`src/rtl/nn_pkg.sv`:
```
// Constants and helpers shared by the conv, pool and linear stages of the
// feature-map pipeline.
package nn_pkg;

    localparam int NN_DATA_W = 8;
    localparam int NN_FMAP_W = 6;
    localparam int NN_FMAP_H = 6;

    // Never returns 0, so the result can always size a vector.
    function automatic int clog2(input int n);
        int r;
        r = 0;
        while ((1 << r) < n) r++;
        return (r < 1) ? 1 : r;
    endfunction

    function automatic logic [NN_DATA_W-1:0] max_u(input logic [NN_DATA_W-1:0] a,
                                                   input logic [NN_DATA_W-1:0] b);
        return (a > b) ? a : b;
    endfunction

endpackage

```
`src/rtl/maxpool2x2_stream_if.sv`:
```
// Stream bundle for the 2x2 max-pool stage: conv/ReLU beats in, pooled
// positions out. Drive the slave modport from the pool and the master from its peer.
interface maxpool2x2_stream_if #(
    parameter int DATA_W = 8,
    parameter int IDX_W  = 4
);
    logic              in_valid;
    logic [DATA_W-1:0] in_data_0;
    logic [DATA_W-1:0] in_data_1;
    logic              out_valid;
    logic [DATA_W-1:0] out_data_0;
    logic [DATA_W-1:0] out_data_1;
    logic [IDX_W-1:0]  out_idx;
    logic              frame_done;

    modport master (
        output in_valid, in_data_0, in_data_1,
        input  out_valid, out_data_0, out_data_1, out_idx, frame_done
    );

    modport slave (
        input  in_valid, in_data_0, in_data_1,
        output out_valid, out_data_0, out_data_1, out_idx, frame_done
    );
endinterface

```
`src/rtl/maxpool2x2_stream_pool_lane.sv`:
```
// One channel of the 2x2 max-pool: hold register, half-width row buffer and
// the registered pooled result. Sequencing comes from the shared counters in the top.
module maxpool2x2_stream_pool_lane
    import nn_pkg::*;
#(
    parameter int DATA_W = NN_DATA_W,
    parameter int SLOTS  = NN_FMAP_W / 2,
    parameter int SLOT_W = clog2(NN_FMAP_W / 2)
) (
    input  logic              clk,
    input  logic              flush,
    input  logic              load,
    input  logic              odd_row,
    input  logic              odd_col,
    input  logic [SLOT_W-1:0] slot,
    input  logic [DATA_W-1:0] in_data,
    output logic [DATA_W-1:0] out_data
);

    logic [DATA_W-1:0] hold;
    logic [DATA_W-1:0] rowbuf [SLOTS];

    // Hold and row buffer are always written before being read, so no reset.
    always_ff @(posedge clk) begin
        if (load) begin
            case ({odd_row, odd_col})
                2'b00:   hold         <= in_data;
                2'b01:   rowbuf[slot] <= max_u(hold, in_data);
                2'b10:   hold         <= max_u(in_data, rowbuf[slot]);
                default: ;
            endcase
        end
    end

    always_ff @(posedge clk) begin
        if (flush) begin
            out_data <= '0;
        end else if (load && odd_row && odd_col) begin
            out_data <= max_u(hold, in_data);
        end
    end

endmodule

```
`src/rtl/maxpool2x2_stream.sv`:
```
// Streaming 2x2 / stride-2 max-pool over both conv channels. Position
// counters, output index and pulses live here; the lanes carry the data.
module maxpool2x2_stream
    import nn_pkg::*;
#(
    parameter int DATA_W = NN_DATA_W,
    parameter int IN_W   = NN_FMAP_W,
    parameter int IN_H   = NN_FMAP_H
) (
    input  logic clk,
    input  logic reset,
    input  logic clear,
    maxpool2x2_stream_if.slave pool
);

    localparam int OUT_N  = (IN_W / 2) * (IN_H / 2);
    localparam int IDX_W  = clog2(OUT_N);
    localparam int COL_W  = clog2(IN_W);
    localparam int ROW_W  = clog2(IN_H);
    localparam int SLOTS  = IN_W / 2;
    localparam int SLOT_W = clog2(SLOTS);

    localparam logic [COL_W-1:0] COL_LAST = COL_W'(IN_W - 1);
    localparam logic [ROW_W-1:0] ROW_LAST = ROW_W'(IN_H - 1);
    localparam logic [IDX_W-1:0] IDX_LAST = IDX_W'(OUT_N - 1);

    logic [COL_W-1:0]  col;
    logic [ROW_W-1:0]  row;
    logic [IDX_W-1:0]  idx;
    logic [IDX_W-1:0]  idx_next;
    logic [IDX_W-1:0]  idx_shown;
    logic [SLOT_W-1:0] slot;
    logic flush, beat, col_active, row_active, load, emit;

    assign flush = reset | clear;
    assign beat  = pool.in_valid & ~flush;

    // With an odd dimension the trailing column/row is counted but never pooled.
    assign col_active = (IN_W % 2 == 0) || (col != COL_LAST);
    assign row_active = (IN_H % 2 == 0) || (row != ROW_LAST);
    assign load       = beat & col_active & row_active;
    assign emit       = load & row[0] & col[0];
    assign slot       = SLOT_W'(col >> 1);

    assign idx_next  = (idx == IDX_LAST) ? '0 : idx + 1'b1;
    assign idx_shown = pool.out_valid ? idx_next : idx;

    always_ff @(posedge clk) begin
        if (flush) begin
            col             <= '0;
            row             <= '0;
            idx             <= '0;
            pool.out_valid  <= 1'b0;
            pool.frame_done <= 1'b0;
        end else begin
            pool.out_valid  <= emit;
            pool.frame_done <= emit && (idx_shown == IDX_LAST);
            if (pool.out_valid) begin
                idx <= idx_next;
            end
            if (beat) begin
                if (col == COL_LAST) begin
                    col <= '0;
                    row <= (row == ROW_LAST) ? '0 : row + 1'b1;
                end else begin
                    col <= col + 1'b1;
                end
            end
        end
    end

    assign pool.out_idx = idx;

    maxpool2x2_stream_pool_lane #(
        .DATA_W (DATA_W),
        .SLOTS  (SLOTS),
        .SLOT_W (SLOT_W)
    ) u_lane_0 (
        .clk      (clk),
        .flush    (flush),
        .load     (load),
        .odd_row  (row[0]),
        .odd_col  (col[0]),
        .slot     (slot),
        .in_data  (pool.in_data_0),
        .out_data (pool.out_data_0)
    );

    maxpool2x2_stream_pool_lane #(
        .DATA_W (DATA_W),
        .SLOTS  (SLOTS),
        .SLOT_W (SLOT_W)
    ) u_lane_1 (
        .clk      (clk),
        .flush    (flush),
        .load     (load),
        .odd_row  (row[0]),
        .odd_col  (col[0]),
        .slot     (slot),
        .in_data  (pool.in_data_1),
        .out_data (pool.out_data_1)
    );

endmodule

```
`src/flat_wrapper.sv`:
```
// flat-port wrapper written by rule: the top's interface ports become plain ports
module maxpool2x2_stream_flat import nn_pkg::*;
#(
    parameter int DATA_W = NN_DATA_W,
    parameter int IN_W   = NN_FMAP_W,
    parameter int IN_H   = NN_FMAP_H
)
  (clk, reset, clear, pool_in_valid, pool_in_data_0, pool_in_data_1, pool_out_valid, pool_out_data_0, pool_out_data_1, pool_out_idx, pool_frame_done);
  maxpool2x2_stream_if #(.DATA_W(DATA_W), .IDX_W(4)) pool_i ();
  input  logic clk;
  input  logic reset;
  input  logic clear;
  input wire logic [$bits(pool_i.in_valid)-1:0] pool_in_valid;
  input wire logic [$bits(pool_i.in_data_0)-1:0] pool_in_data_0;
  input wire logic [$bits(pool_i.in_data_1)-1:0] pool_in_data_1;
  output wire logic [$bits(pool_i.out_valid)-1:0] pool_out_valid;
  output wire logic [$bits(pool_i.out_data_0)-1:0] pool_out_data_0;
  output wire logic [$bits(pool_i.out_data_1)-1:0] pool_out_data_1;
  output wire logic [$bits(pool_i.out_idx)-1:0] pool_out_idx;
  output wire logic [$bits(pool_i.frame_done)-1:0] pool_frame_done;
  assign pool_i.in_valid = pool_in_valid;
  assign pool_i.in_data_0 = pool_in_data_0;
  assign pool_i.in_data_1 = pool_in_data_1;
  assign pool_out_valid = pool_i.out_valid;
  assign pool_out_data_0 = pool_i.out_data_0;
  assign pool_out_data_1 = pool_i.out_data_1;
  assign pool_out_idx = pool_i.out_idx;
  assign pool_frame_done = pool_i.frame_done;
  maxpool2x2_stream #(.DATA_W(DATA_W), .IN_W(IN_W), .IN_H(IN_H)) u_core (.clk(clk), .reset(reset), .clear(clear), .pool(pool_i));
endmodule
```
`config.mk`:
```
export PLATFORM = sky130hd
export DESIGN_NAME = maxpool2x2_stream_flat
export DESIGN_NICKNAME = d
export VERILOG_FILES = /design/src/rtl/nn_pkg.sv /design/src/rtl/maxpool2x2_stream_if.sv /design/src/rtl/maxpool2x2_stream_pool_lane.sv /design/src/rtl/maxpool2x2_stream.sv /design/src/flat_wrapper.sv
export SDC_FILE = /design/constraint.sdc
export NUM_CORES = 1
export LEC_CHECK = 0
export ABC_AREA = 1
export BUFFER_PORTS_ARGS = -buffer_cell sky130_fd_sc_hd__buf_2
export CAP_MARGIN = 5
export CORE_MARGIN = 3
export CORE_UTILIZATION = 27
export CTS_CLUSTER_DIAMETER = 100
export CTS_CLUSTER_SIZE = 12
export DETAILED_ROUTE_END_ITERATION = 10
export HOLD_SLACK_MARGIN = 0.02
export SLEW_MARGIN = 15
export SYNTH_ARGS = -nofsm -noshare
export SYNTH_HDL_FRONTEND = slang
export SYNTH_HIERARCHICAL = 1
export SYNTH_SLANG_ARGS = --single-unit
```
`constraint.sdc`:
```
create_clock -name clk -period 2.8 [get_ports clk]
set_input_delay 0.28 -clock clk [delete_from_list [all_inputs] [get_ports clk]]
set_output_delay 0.28 -clock clk [all_outputs]
set_load 0.05 [all_outputs]
```
==> impl_metrics.tcl <==
set metrics [dict create \
    antenna_found_initial 0 \
    initial_core_util_pct 27.67 \
    clk_pin_slew_worst_paths_ns 0.06 \
    syn_inst 552 \
    drt_iter0_drc 167 \
    hold_buffers 0 \
    final.setup.tns_ns 0 \
    fill_cells 1840 \
    grtUsageTotal_pct 11.04 \
    hold_path.class "input port to flip-flop" \
    die_h_um 139.1 \
    relSlewSlack_pct 50.28 \
    synth-seq-cells 90 \
    worst_ep_required_time_ns 2.89 \
    outcome "finished clean" \
    place_inst 824 \
    cp-end-kind "flip-flop" \
    skew_ns 0.005103 \
    cts_root_buf "clkbuf_16" \
    clock-sinks 90 \
    synth_area_um2 4786 \
    peakVddDrop_mv 0.2091 \
    final_hold_viol_count 0 \
    clkPwrFrac_pct 42.5 \
    p_leak_nw 2.562 \
    ys_seq_area_share_pct 51.03 \
    syn_to_final_growth_pct 18.17 \
    worstSetupPathType "flip-flop to flip-flop" \
    fmax_mhz 405.8 \
    rows 48 \
    coreArea_um2 17300 \
    yosysUniqueCellTypes 25 \
    dieArea_um2 19360 \
    r2r_start "u_core/col[1]" \
    p_int_w 0.002272 \
    stdcell_count 840 \
    clk_latency_ns 0.34 \
    grt_max_degree 23 \
    ys_warn_count 6 \
    vias_per_cell 4.330 \
    dr.pass1.iters 5 \
    rsz0062_at_grt "false" \
    syn_nets 606 \
    final_antenna_net_count 0 \
    ioPinCount 42 \
    min_from "reset" \
    grt_pass1_wl_um 17190 \
    final.period_utilization_pct 88.01 \
    switching_power_w 0.0006420 \
    synth_top_area_cell "edfxtp_1" \
    tightest_slew_ns 0.7431 \
    crit_arrival_ns 2.56 \
    path_max_fanout 9 \
    setup_viol 0 \
    cts_buffers 9 \
    hpwlAfterDp_um 7951 \
    powerDensity_nw_per_um2 515.3 \
    gp_congestion 0.7970 \
    cts_buffer_depth 2 \
    num_vias 3637 \
    layout-drive-gt1-share_pct 14.63 \
    grt_overflow_total 0 \
    n_antenna_cell 0 \
    htree_levels 3 \
    switching_share_pct 22.03 \
    drc_errors 0 \
    seqPwrFrac_pct 49.9 \
    chipWidth_um 139.1 \
    synth_top_area_share_pct 40.16 \
    grt_pass1_vias 3390 \
    slew_violations 0 \
    crit_path_start_kind "flip-flop" \
    routed_wl_um 10490 \
    cap_violations 0 \
    postSynthAreaPerCell_um2 8.670 \
    io_buffers 41 \
    nNetsFinal 664 \
    p_comb_share_pct 7.6 \
    ys_top_cells_by_area "edfxtp_1, nand2_1, dfxtp_1" \
    cts_tree "built" \
    min_period_ns 2.464 \
    wl_per_cell_um 12.49 \
    critPathLaunch "u_core/col[1]" \
]
==> worst max-delay path, cell delays in order (launching register included) <==
cell     delay, ns
dfxtp_1       0.39
nor2_1        0.51
nand2_1       0.10
nand2_1       0.08
a21oi_1       0.05
ha_1          0.30
nand2_1       0.07
nor2_1        0.15
nand4_1       0.12
nand2_2       0.09
nand2_1       0.19
nand2_1       0.12
nand2_1       0.06
==> power groups by stage <==
stage                     logic, W  registers, W  clock network [W]
after floorplan           0.000147       0.00148                  0
after global placement    0.000220       0.00148                  0
after detailed placement  0.000224       0.00148                  0
after CTS                 0.000225       0.00145            0.00127
after global routing      0.000255       0.00146            0.00133
final                     0.000222       0.00146            0.00124
==> cell type report <==
type	instances	area [µm²]	area share, %
clock buffer	12	300.3	5.310
clock inverter	4	17.52	0.3097
inverter	83	311.5	5.509
multi-input combinational	374	2014	35.62
sequential	90	2442	43.19
tap	225	281.5	4.978
timing repair buffer	52	287.8	5.088
==> registers in the layout, summed over array words and instances, names as in the netlist <==
name	flops
u_core/u_lane_1/out_data	8
u_core/u_lane_1/hold	8
u_core/pool.frame_done	1
u_core/col	3
u_core/u_lane_1/rowbuf	24
u_core/pool.out_valid	1
u_core/pool.out_idx	4
u_core/u_lane_0/out_data	8
u_core/row	1
u_core/u_lane_0/hold	8
u_core/u_lane_0/rowbuf	24
==> synthesized netlist by cell type, drive strengths merged <==
cell type  count
nand2        186
inv           83
edfxtp        64
a21oi         46
nand3         43
ha            34
nor2          32
dfxtp         26
nand3b        15
nand4          6
nor3           4
o21ai          4
clkbuf         3
a21o           2
buf            2
o21a           2
==> final timing paths <==
path | depth (start not counted) | slack, ns | end
max | 12 | 0.34 | u_core/u_lane_0/hold[2]
min | 4 | 0.23 | u_core/col[2]
max reg2reg | 12 | 0.34 | u_core/u_lane_0/hold[2]
min reg2reg | 4 | 0.53 | u_core/u_lane_1/out_data[0]
==> stage by stage <==
| stage | hold slack (ns) | setup WS, ns | instance area, µm² | utilization (%) | power, W |
|---|---|---|---|---|---|
| 2_1_floorplan | 0.4443 | 0.6213 | 4786 | - | 0.001628 |
| 3_3_place_gp | 0.5189 | 0.3220 | 5335 | 30.84 | 0.001704 |
| 3_5_place_dp | 0.5183 | 0.2627 | 5335 | 30.84 | 0.001708 |
| 4_1_cts | 0.2205 | 0.2317 | 5653 | 32.68 | 0.002953 |
| 5_1_grt | 0.2676 | 0.02329 | 5655 | 32.70 | 0.003039 |
| 6_report | 0.2347 | 0.3356 | 5655 | 32.70 | 0.002914 |
==> logic make-up after synthesis <==
| family | after synthesis | share of synthesized area (%) |
|---|---|---|
| compound gates | 54 | 5.856 |
| buf+inv | 88 | 6.928 |
| fa+ha+maj | 34 | 8.889 |
| flops | 90 | 51.03 |
| simple gates | 286 | 27.29 |
==> layer usage <==
metal / vias to the layer above / wire length (µm) / part of all wire [%] / GRT usage, %
met5: - / 0 / 0 / 0
met3: 6 / 289 / 2.8 / 2.759
li1: 1926 / - / - / -
met1: 1664 / 5070 / 48 / 14.67
met4: 0 / 117 / 1.1 / 3.605
met2: 41 / 5011 / 48 / 17.69
==> repair_timing <==
action                     4_1_cts  5_1_grt
setup endpoints to repair        0        8
buffers inserted                 0        0
resized for setup                0        1
==> placed cells by master, fill, tap and decap left out <==
| cell type | instances |
|---|---|
| nor3_1 | 4 |
| nand4_1 | 4 |
| o21a_1 | 2 |
| ha_1 | 34 |
| dfxtp_1 | 26 |
| clkinv_1 | 2 |
| nor2_4 | 2 |
| buf_2 | 41 |
| nor2_1 | 24 |
| o21ai_0 | 3 |
| clkinv_2 | 2 |
| nand2_4 | 3 |
| nand3_1 | 42 |
| nand2_1 | 176 |
| a21o_1 | 2 |
| inv_2 | 3 |
| inv_1 | 80 |
| clkbuf_16 | 12 |
| nand2_2 | 7 |
| nand3b_1 | 15 |
| nand4_4 | 2 |
| buf_4 | 11 |
| a21oi_1 | 46 |
| nand3_2 | 1 |
| nor2_2 | 6 |
| edfxtp_1 | 64 |
| o21ai_1 | 1 |
Power figures use the tool's default switching activity.
